[config.mk]
export PLATFORM = sky130hd
export DESIGN_NAME = dm_arbiter
export DESIGN_NICKNAME = d
export VERILOG_FILES = /design/src/rtl/dm_arbiter.sv
export SDC_FILE = /design/constraint.sdc
export NUM_CORES = 1
export LEC_CHECK = 0
export CORE_ASPECT_RATIO = 0.8
export CORE_MARGIN = 2
export CORE_UTILIZATION = 36
export DETAILED_ROUTE_END_ITERATION = 7
export GPL_TIMING_DRIVEN = 0
export PLACE_DENSITY = 0.94
export RECOVER_POWER = 100
export SLEW_MARGIN = 20
export SYNTH_ARGS = -nofsm -noshare
export SYNTH_HDL_FRONTEND = slang
export SYNTH_SLANG_ARGS = --single-unit
[constraint.sdc]
create_clock -name CLK -period 3.4 [get_ports CLK]
set_input_delay 0.68 -clock CLK [delete_from_list [all_inputs] [get_ports CLK]]
set_output_delay 0.68 -clock CLK [all_outputs]
set_load 0.02 [all_outputs]
[src/rtl/dm_arbiter.sv]
// Data-memory port arbiter between the core and a burst loader. The core has
// priority, and a starvation counter forces a loader grant after STARVE_MAX denials.
module dm_arbiter #(
    parameter int AW         = 16,
    parameter int DW         = 32,
    parameter int STARVE_MAX = 4
) (
    input  logic          CLK,
    input  logic          RST,
    input  logic          core_req,
    input  logic          core_we,
    input  logic [AW-1:0] core_addr,
    input  logic [DW-1:0] core_wdata,
    output logic          core_stall,
    input  logic          ld_start,
    input  logic [AW-1:0] ld_base,
    input  logic [7:0]    ld_len,
    input  logic          ld_dir_we,
    input  logic          ld_valid,
    input  logic [DW-1:0] ld_wdata,
    output logic          ld_ready,
    output logic [DW-1:0] ld_rdata,
    output logic          ld_busy,
    output logic          ld_done,
    output logic [AW-1:0] dm_addr,
    output logic [DW-1:0] dm_wdata,
    output logic          dm_we,
    input  logic [DW-1:0] dm_rdata
);

    localparam logic [1:0] S_IDLE  = 2'd0;
    localparam logic [1:0] S_BURST = 2'd1;
    localparam logic [1:0] S_DONE  = 2'd2;
    localparam logic [3:0] STV_MAX = 4'(STARVE_MAX);

    logic [1:0]    state_q, state_d;
    logic [7:0]    cnt_q, cnt_d;
    logic [AW-1:0] ptr_q, ptr_d;
    logic          dir_q, dir_d;
    logic [3:0]    stv_q, stv_d;
    logic          ld_gnt;

    assign ld_gnt = (state_q == S_BURST) && ld_valid && (!core_req || stv_q == STV_MAX);

    always_comb begin
        state_d = state_q;
        cnt_d   = cnt_q;
        ptr_d   = ptr_q;
        dir_d   = dir_q;
        stv_d   = stv_q;
        case (state_q)
            S_IDLE: begin
                stv_d = '0;
                if (ld_start) begin
                    if (ld_len != 8'd0) begin
                        ptr_d   = ld_base;
                        cnt_d   = ld_len;
                        dir_d   = ld_dir_we;
                        state_d = S_BURST;
                    end else begin
                        state_d = S_DONE;
                    end
                end
            end
            S_BURST: begin
                if (ld_gnt) begin
                    ptr_d = ptr_q + {{(AW-1){1'b0}}, 1'b1};
                    cnt_d = cnt_q - 8'd1;
                    stv_d = '0;
                    if (cnt_q == 8'd1) state_d = S_DONE;
                end else if (!ld_valid) begin
                    stv_d = '0;
                end else if (core_req && stv_q != STV_MAX) begin
                    stv_d = stv_q + 4'd1;
                end
            end
            S_DONE: begin
                stv_d   = '0;
                state_d = S_IDLE;
            end
            default: state_d = S_IDLE;
        endcase
    end

    always_ff @(posedge CLK or posedge RST) begin
        if (RST) begin
            state_q <= S_IDLE;
            cnt_q   <= '0;
            ptr_q   <= '0;
            dir_q   <= 1'b0;
            stv_q   <= '0;
        end else begin
            state_q <= state_d;
            cnt_q   <= cnt_d;
            ptr_q   <= ptr_d;
            dir_q   <= dir_d;
            stv_q   <= stv_d;
        end
    end

    // The core path is muxed through whenever the loader holds no grant; the core
    // re-presents a stalled access itself, so nothing about it is stored here.
    assign ld_ready   = ld_gnt;
    assign core_stall = ld_gnt & core_req;
    assign dm_addr    = ld_gnt ? ptr_q    : core_addr;
    assign dm_wdata   = ld_gnt ? ld_wdata : core_wdata;
    assign dm_we      = !RST && (ld_gnt ? dir_q : (core_we & core_req));
    assign ld_rdata   = dm_rdata;
    assign ld_busy    = (state_q == S_BURST);
    assign ld_done    = (state_q == S_DONE);

endmodule

==> impl_metrics.py, run 1 <==
metrics = {
    "synth": {
        "syn_area_mm2": 0.00279,
        "avgSynthCellArea_um2": 6.80,
        "ys_types": 48,
        "synth_seq_cells": 31,
        "synth_edf_count": 0,
        "yosysSeqAreaShare_pct": 27.8,
        "syn-num-nets": 558,
        "synthCells": 410,
        "synth_warnings": 0,
        "ys.flop_type": "dfrtp_1",
        "async_flop_share_pct": 100,
    },
    "sta": {
        "maxSlewViolCount": 0,
        "relSlewSlack_pct": 19.1,
        "worst_slack_ps": 79.1,
        "period_share_pct": 97.7,
        "max_freq_mhz": 301,
        "final-hold-violation-count": 0,
        "fin_setup_tns_ps": 0,
        "fin_crit_ps": 3320,
        "setup_viol": 0,
        "skew_ps": 11.8,
        "worst_slew_pin_slew_ps": 1210,
    },
    "outcome": {
        "status": "finished clean",
    },
    "routing": {
        "drt-vias-per-instance": 5.33,
        "drtPass1Iterations": 7,
        "drt.antenna.violating_nets": 0,
        "wirelength_mm": 11.6,
        "drc_errors": 0,
        "drtIter0Drc": 371,
        "wl_per_cell_um": 16.1,
        "vias": 3840,
    },
    "floorplanning": {
        "rows": 28,
        "fp.dieH_um": 82.7,
        "io_pins": 228,
        "start_util_pct": 37.4,
        "die-area_mm2": 0.00847,
        "dieWidth_um": 102,
        "core_area_mm2": 0.00746,
    },
    "place": {
        "portBuffers": 195,
        "postPlaceCellArea_mm2": 0.00487,
        "dp_slack_ps": -524,
        "dp_hpwl_mm": 9.04,
        "globalplace.congestion": 0.920,
    },
    "pwr": {
        "ir_drop_v": 0.000274,
        "power.density_mw_per_mm2": 552,
        "p_total_w": 0.00272,
        "leakage_nw": 2.29,
    },
    "critical_path": {
        "startpoint": "core_req",
        "crit_path_end_kind": "output pin",
        "reg2reg_slack_ps": 760,
        "crit_type": "in2out",
        "cp.required_ps": 2720,
        "r2r-end": "ptr_q[13]$_DFFE_PP0P_",
        "cp-start-kind": "primary input",
        "worstPathMaxFanout": 10,
        "reg2regPathDepth": 6,
        "reg2reg_from": "state_q[0]$_DFFE_PP0P_",
        "cp_data_arrival_time_ps": 2640,
        "endpoint": "dm_wdata[2]",
    },
    "grt": {
        "grt_pass1_wl_mm": 16.7,
        "grt_start_max_net_pins": 32,
        "antenna_found_initial": 0,
        "grt_pass1_vias": 3480,
        "grt-ovfl-total": 0,
        "grtUsageTotal_pct": 25.4,
    },
    "flow_run": {
        "drv_cap": 0,
    },
    "finish": {
        "layout_commonest_cell": "nand2_1",
        "layout.nets": 764,
        "diodes": 0,
        "final_cell_mix": "nand2_1 (152), clkdlybuf4s50_1 (109), buf_4 (42)",
        "final_area_mm2": 0.00493,
        "drive_gt1_share_pct": 10.9,
        "area_delta_synth_final_pct": 76.7,
        "nFillCells": 652,
        "post-route-util_pct": 66.0,
    },
    "clocking": {
        "cts.hold.buffers_added": 0,
        "clk_latency_ps": 310,
        "cts_buffer_depth": 2,
        "clk_pin_slew_worst_paths_ps": 70,
        "tritoncts": "built",
        "numCtsBuffers": 5,
        "root_buffer": "clkbuf_8",
        "clock-sinks": 31,
        "cts_max_level": 2,
    },
    "min_path": {
        "holdCritPathClass": "reg2reg",
    },
}
-- per-layer routing --
| layer | wire length, um | vias to the layer above | global-route usage, % |
|---|---|---|---|
| met5 | 0 | - | 0 |
| met4 | 314 | 0 | 8.27 |
| met3 | 1320 | 40 | 7.66 |
| met2 | 5820 | 285 | 44.1 |
| met1 | 4150 | 1725 | 30.2 |
| li1 | - | 1790 | - |
-- flip-flops by register name, indices dropped and copies added, names as in the netlist --
register	count
cnt_q	8
dir_q	1
ptr_q	16
state_q	2
stv_q	4
-- through the flow --
| step | instances | hold slack [ps] |
|---|---|---|
| finish | 721 | 496 |
| global route | 721 | 538 |
| CTS | 719 | 493 |
| detailed placement | 710 | 475 |
| global placement | 710 | 465 |
| floorplan | 410 | 446 |
-- worst max-delay path, cell delays in order --
cell and delay [ps]:
clkdlybuf4s50_1 510, inv_1 80, o211ai_1 300, buf_4 170
inv_2 60, clkbuf_4 200, buf_4 190, nand2_1 90
nand2_1 60, clkdlybuf4s15_1 290
-- cell families after synthesis --
group | Yosys count | share of synthesized area [%]
and+or+nand+nor | 209 | 32.7
adders and majority gates | 5 | 2.24
xor gates and xnor gates | 1 | 0.314
muxes | 2 | 0.718
buffers and inverters | 73 | 14.7
DFF | 31 | 27.8
AOI/OAI and AO/OA | 89 | 21.5
-- timing repair --
item,4_1_cts,5_1_grt
pin swaps,1,1
resized for setup,57,15
gates cloned,0,0
endpoints found under the setup margin,50,15
buffers inserted,2,3
-- cell type report --
type	instances	area [um^2]	share of cell area [%]
Buffer	58	378	7.67
Sequential cell	31	776	15.7
Inverter	14	52.6	1.07
Multi-Input combinational cell	306	1600	32.4
Clock buffer	6	82.6	1.68
Clock inverter	1	5.00	0.102
Timing Repair Buffer	200	1910	38.7
Tap cell	105	131	2.67
-- power breakdown --
part	internal, W	total, W	switching, W
clock network	0.000159	0.000315	0.000156
logic	0.000712	0.00171	0.00100
registers	0.000528	0.000693	0.000165
-- synth_stat cells, drive strengths merged (8+ instances only) --
master	n	area (um^2)
clkbuf	14	53.8
nand3	12	60.1
dfrtp	31	776
nor2	9	33.8
o21ai	20	104
o22ai	12	75.1
a2bb2oi	8	70.1
a21oi	15	75.1
nand2	152	571
buf	45	304
inv	14	52.6
-- worst min-delay path by stage --
stage,from,slack [ps],depth (start not counted),end
final,dir_q$_DFFE_PP0P_,500,2,dir_q$_DFFE_PP0P_
after global routing,dir_q$_DFFE_PP0P_,540,2,dir_q$_DFFE_PP0P_
after CTS,dir_q$_DFFE_PP0P_,490,2,dir_q$_DFFE_PP0P_
after detailed placement,dir_q$_DFFE_PP0P_,480,2,dir_q$_DFFE_PP0P_
after global placement,dir_q$_DFFE_PP0P_,460,2,dir_q$_DFFE_PP0P_
after floorplan,dir_q$_DFFE_PP0P_,450,2,dir_q$_DFFE_PP0P_
No activity file was read; power rests on OpenSTA's default activity.
==> run 2, diff against run 1 <==
CORE_UTILIZATION = 33   (was 36)
PLACE_DENSITY = 0.87   (was 0.94)
clock period = 3.1 ns   (was 3.4 ns; I/O delays follow)
==> run 2 against run 1 <==
Cell area down 2.1%. Clock skew down 3.5 ps. Global-route usage down 1.7 points. First-iteration DRC count down 8.6%. Final cell count up 0.69%. Clock-buffer cell count up 1. Critical path type unchanged. Critical endpoint is now dm_addr[10]. Largest cell class unchanged.
==> impl_metrics.py, run 2 (synthesis results as in run 1) <==
metrics = {
    "outcome": {
        "status": "finished clean",
    },
    "finish": {
        "final_area_mm2": 0.00482,
        "diodes": 0,
        "largest_register_ffs": 16,
        "final_cell_mix": "nand2_1 (152), clkdlybuf4s50_1 (109), clkbuf_2 (45), buf_4 (45), dlygate4sd3_1 (35)",
        "nFillCells": 728,
        "layout_commonest_cell": "nand2_1",
        "drive_gt1_share_pct": 17.8,
        "regMostFlops": "ptr_q",
        "layout.nets": 765,
        "reg_top3": "ptr_q: 16 flops, cnt_q: 8 flops, stv_q: 4 flops",
        "area_delta_synth_final_pct": 72.9,
    },
    "place": {
        "postPlaceCellArea_mm2": 0.00488,
        "globalplace.congestion": 0.913,
        "dp_hpwl_mm": 9.07,
        "portBuffers": 195,
    },
    "sta": {
        "rsz0062_at_grt": "true",
        "fin_crit_ps": 3010,
        "period_share_pct": 96.9,
        "setup_viol": 0,
        "final-hold-violation-count": 0,
        "worst_slew_pin_slew_ps": 1210,
        "maxSlewViolCount": 0,
        "skew_ps": 8.33,
        "max_freq_mhz": 333,
        "relSlewSlack_pct": 19.2,
    },
    "routing": {
        "wirelength_mm": 11.6,
        "drc_errors": 0,
        "vias": 3855,
        "drt-vias-per-instance": 5.31,
        "drtPass1Iterations": 5,
        "drt.antenna.violating_nets": 0,
        "drtIter0Drc": 339,
        "wl_per_cell_um": 16.0,
    },
    "pwr": {
        "seqPwrFrac_pct": 25.9,
        "switching_share_pct": 48.8,
        "p_total_w": 0.00295,
        "power.density_mw_per_mm2": 611,
        "leakage_nw": 2.28,
        "power.net_switching_w": 0.00144,
        "power_frac_comb_pct": 63.3,
        "clockPowerShare_pct": 10.7,
        "p_int_w": 0.00151,
        "ir_drop_v": 0.000278,
    },
    "clocking": {
        "cts.hold.buffers_added": 0,
        "clock-sinks": 31,
        "cts_buffer_depth": 2,
        "tritoncts": "built",
        "root_buffer": "clkbuf_8",
        "cts_max_level": 2,
        "clk_pin_slew_worst_paths_ps": 70,
        "clk_latency_ps": 290,
        "numCtsBuffers": 5,
    },
    "critical_path": {
        "path_cells": "clkdlybuf4s50_1 -> inv_1 -> o211ai_1 -> buf_4 -> clkbuf_4 -> o21ai_0 -> dlygate4sd2_1",
        "cpMaxStageDelayCell": "clkdlybuf4s50_1",
        "crit_type": "in2out",
        "cp_data_arrival_time_ps": 2390,
        "worst-path-buf-inv": 5,
        "crit_path_end_kind": "output pin",
        "cp_slowest_stage_delay_ps": 510,
        "worstPathMaxFanout": 10,
        "cp.required_ps": 2480,
        "cp_top_family": "buffers and inverters",
        "cp-start-kind": "primary input",
    },
    "grt": {
        "use_met1_pct": 28.2,
        "grt.met2_usage_pct": 42.4,
        "grt-ovfl-total": 0,
        "antenna_found_initial": 0,
        "use_met3_pct": 6.02,
        "grtUsageTotal_pct": 23.7,
        "grt_pass1_vias": 3673,
        "grt_start_max_net_pins": 32,
        "grt_pass1_wl_mm": 17.6,
        "grt_busiest_layer": "met2",
    },
    "min_path": {
        "holdCritPathClass": "reg2reg",
    },
    "floorplanning": {
        "dieWidth_um": 107,
        "fp.dieH_um": 86.2,
        "io_pins": 228,
        "start_util_pct": 34.6,
        "rows": 29,
        "die-area_mm2": 0.00921,
        "core_area_mm2": 0.00806,
    },
    "flow_run": {
        "drv_cap": 0,
    },
}
-- run 2: changes by cell type in the layout (fill, tap and decap cells not counted), moves of 2 or more --
cell           change
dlygate4sd2_1     -36
dlygate4sd3_1      -2
buf_4              +3
buf_6              +2
clkbuf_1           -3
clkbuf_2          +38
-- run 2: metal layers --
layer / routed length, um / vias up
met5: 0 / -
met4: 244 / 0
met3: 1140 / 26
met2: 5830 / 252
met1: 4380 / 1784
li1: - / 1793
-- run 2: cell type report --
type / count / area [um^2] / area share (%)
multi-input combinational: 306 / 1600 / 33.2
buffer: 58 / 395 / 8.20
timing repair buffer: 201 / 1780 / 37.0
sequential: 31 / 776 / 16.1
tap: 108 / 135 / 2.80
clock buffer: 7 / 76.3 / 1.58
inverter: 14 / 52.6 / 1.09
clock inverter: 1 / 5.00 / 0.104
-- run 2: worst register-to-register path, cell delays in order, from the launching register on --
cell and delay (ps):
dfrtp_1 380, clkbuf_1 230, nor3b_1 280, a21boi_1 530, clkbuf_1 470, o22ai_1 200, o2bb2ai_1 160
-- run 2: per-stage QoR --
step | hold slack (ps) | setup WS (ps) | TNS (ps) | cells | utilization (%)
floorplan | 446 | 608 | 0 | 410 | -
global placement | 463 | -677 | -24530 | 713 | 60.5
detailed placement | 481 | -688 | -25430 | 713 | 60.5
CTS | 498 | 24.7 | 0 | 723 | 61.5
global route | 537 | -18.8 | -41.7 | 726 | 59.9
finish | 495 | 94.6 | 0 | 726 | 59.9
-- run 2: worst paths after layout --
kind	start	to	slack, ps	depth (start not counted)
min in group asynchronous	RST	ptr_q[3]$_DFFE_PP0P_	1140	2
min	dir_q$_DFFE_PP0P_	dir_q$_DFFE_PP0P_	490	2
max	core_req	dm_addr[10]	90	7
max in group asynchronous	RST	ptr_q[12]$_DFFE_PP0P_	1230	2
max reg2reg	state_q[0]$_DFFE_PP0P_	ptr_q[12]$_DFFE_PP0P_	710	6
min reg2reg	dir_q$_DFFE_PP0P_	dir_q$_DFFE_PP0P_	490	2
-- run 2: timing repair --
item,CTS,global route
resized for setup,70,98
buffers inserted,3,3
gates cloned,0,0
endpoints found under the setup margin,52,50
pin swaps,1,1
hold endpoints to repair,0,0
-- run 2: power by group through the flow --
stage / logic (W) / clock network [W] / registers (W)
floorplan: 0.00120 / 0 / 0.000712
global route: 0.00202 / 0.000338 / 0.000784
finish: 0.00187 / 0.000317 / 0.000764
detailed placement: 0.00193 / 0 / 0.000759
global placement: 0.00187 / 0 / 0.000747
CTS: 0.00187 / 0.000312 / 0.000755
==> run 3, diff against run 2 <==
CAP_MARGIN = 20   (was unset)
SKIP_CTS_REPAIR_TIMING = 1   (was unset)
==> run 3 against run 2 <==
First-iteration DRC count down 8.0%. Highest routed layer unchanged. Clock power about the same. Critical path depth up 3. Final cell count rose by 0.28%.
==> impl_metrics.py, run 3 (synthesis results as in run 1) <==
metrics = {
    "grt": {
        "antenna_found_initial": 0,
        "grt-ovfl-total": 0,
        "grtUsageTotal_pct": 23.8,
        "grt_start_max_net_pins": 32,
        "grt_pass1_wl_mm": 17.7,
        "grt_pass1_vias": 3658,
    },
    "routing": {
        "wirelength_mm": 11.6,
        "drt.antenna.violating_nets": 0,
        "vias": 3845,
        "drtPass1Iterations": 6,
        "drc_errors": 0,
        "drtIter0Drc": 312,
        "drt-vias-per-instance": 5.28,
        "wl_per_cell_um": 16.0,
    },
    "place": {
        "globalplace.congestion": 0.913,
        "dp_slack_ps": -688,
        "portBuffers": 195,
        "dp_hpwl_mm": 9.07,
    },
    "critical_path": {
        "cp-start-kind": "flop",
        "cp_slowest_stage_delay_ps": 410,
        "reg2reg_from": "state_q[0]$_DFFE_PP0P_",
        "path_cells": "inv_1 -> ha_1 -> and3b_1 -> o211ai_1 -> buf_4 -> buf_4 -> clkbuf_4 -> nand2_1 -> nand2_1 -> dlymetal6s2s_1",
        "crit_type": "reg2out",
        "cpMaxStageDelayCell": "dfrtp_1",
        "worstPathMaxFanout": 10,
        "cp_data_arrival_time_ps": 2380,
        "cp.required_ps": 2480,
        "crit_path_end_kind": "output pin",
        "startpoint": "stv_q[0]$_DFFE_PP0P_",
    },
    "sta": {
        "max_freq_mhz": 333,
        "period_share_pct": 96.7,
        "setup_viol": 0,
        "whs_ps": 493,
        "fin_crit_ps": 3000,
        "final-hold-violation-count": 0,
        "worst_slew_pin_slew_ps": 1220,
        "skew_ps": 11.4,
        "rsz0062_at_grt": "true",
        "worst_slack_ps": 101,
        "maxSlewViolCount": 0,
        "relSlewSlack_pct": 18.6,
    },
    "pwr": {
        "clockPowerShare_pct": 10.6,
        "ir_drop_v": 0.000314,
        "p_int_w": 0.00154,
        "power.net_switching_w": 0.00144,
        "leakage_nw": 2.47,
        "p_total_w": 0.00298,
        "power.density_mw_per_mm2": 602,
        "power_frac_comb_pct": 63.8,
        "seqPwrFrac_pct": 25.6,
        "switching_share_pct": 48.2,
    },
    "floorplanning": {
        "core_area_mm2": 0.00806,
        "io_pins": 228,
        "fp.dieH_um": 86.2,
        "rows": 29,
        "start_util_pct": 34.6,
        "die-area_mm2": 0.00921,
        "dieWidth_um": 107,
    },
    "finish": {
        "diodes": 0,
        "nFillCells": 711,
        "largest_register_ffs": 16,
        "layout_commonest_cell": "nand2_1",
        "regMostFlops": "ptr_q",
        "reg_top3": "ptr_q: 16 flops, cnt_q: 8 flops, stv_q: 4 flops",
        "post-route-util_pct": 61.5,
        "final_cell_mix": "nand2_1 (152), clkdlybuf4s50_1 (108), buf_4 (45)",
        "area_delta_synth_final_pct": 77.7,
        "layout.nets": 767,
        "drive_gt1_share_pct": 16.1,
    },
    "clocking": {
        "clk_pin_slew_worst_paths_ps": 70,
        "cts_max_level": 2,
        "cts_buffer_depth": 2,
        "numCtsBuffers": 5,
        "tritoncts": "built",
        "clock-sinks": 31,
        "root_buffer": "clkbuf_8",
        "clk_latency_ps": 290,
    },
    "outcome": {
        "status": "finished clean",
    },
    "flow_run": {
        "drv_cap": 0,
    },
    "min_path": {
        "holdCritStartpoint": "dir_q$_DFFE_PP0P_",
        "holdCritPathClass": "reg2reg",
    },
}
## run 3: power by group through the flow
stage	registers (W)	clock network, W	logic (W)
after floorplan	0.000712	0	0.00120
after global placement	0.000747	0	0.00187
after detailed placement	0.000759	0	0.00193
after CTS	0.000755	0.000312	0.00194
after global routing	0.000783	0.000338	0.00206
final	0.000764	0.000316	0.00190
## run 3: critical path: cells and delay by family, from the launching register on
family | cells | cell delay, ps
adders and majority gates | 1 | 200
buffers and inverters | 5 | 830
DFF | 1 | 410
and+or+nand+nor | 3 | 340
AOI/OAI and AO/OA | 1 | 310
## run 3: layout make-up
cell class                 instances  area [um^2]  share of cell area, %
clock inverter                     1         5.00                  0.101
multi-input combinational        306         1600                   32.3
inverter                          14         52.6                   1.06
timing repair buffer             203         1910                   38.6
clock buffer                       7         76.3                   1.54
sequential                        31          776                   15.7
tap                              108          135                   2.73
buffer                            58          400                   8.08
## run 3: metrics by stage
stage / std cells / TNS (ps) / cell area, um^2
after floorplan: 410 / 0 / 2790
after global placement: 713 / -24530 / 4880
after detailed placement: 713 / -25430 / 4880
after CTS: 721 / -26050 / 4960
after global routing: 728 / -6.97 / 4950
final: 728 / 0 / 4950
## run 3: path summary, 6_finish.rpt
kind	endpoint	slack, ps	depth (start not counted)
max in group asynchronous	ptr_q[12]$_DFFE_PP0P_	1220	2
max	dm_wdata[31]	100	10
min reg2reg	dir_q$_DFFE_PP0P_	490	2
min	dir_q$_DFFE_PP0P_	490	2
max reg2reg	ptr_q[12]$_DFFE_PP0P_	720	6
min in group asynchronous	stv_q[0]$_DFFE_PP0P_	1140	2
## run 3: layer usage
layer,global-route usage [%],vias to the layer above,wire length (um)
met4,6.61,0,226
met1,28.8,1781,4360
met2,42.6,240,5920
li1,-,1797,-
met3,5.34,27,1120
met5,0,-,0
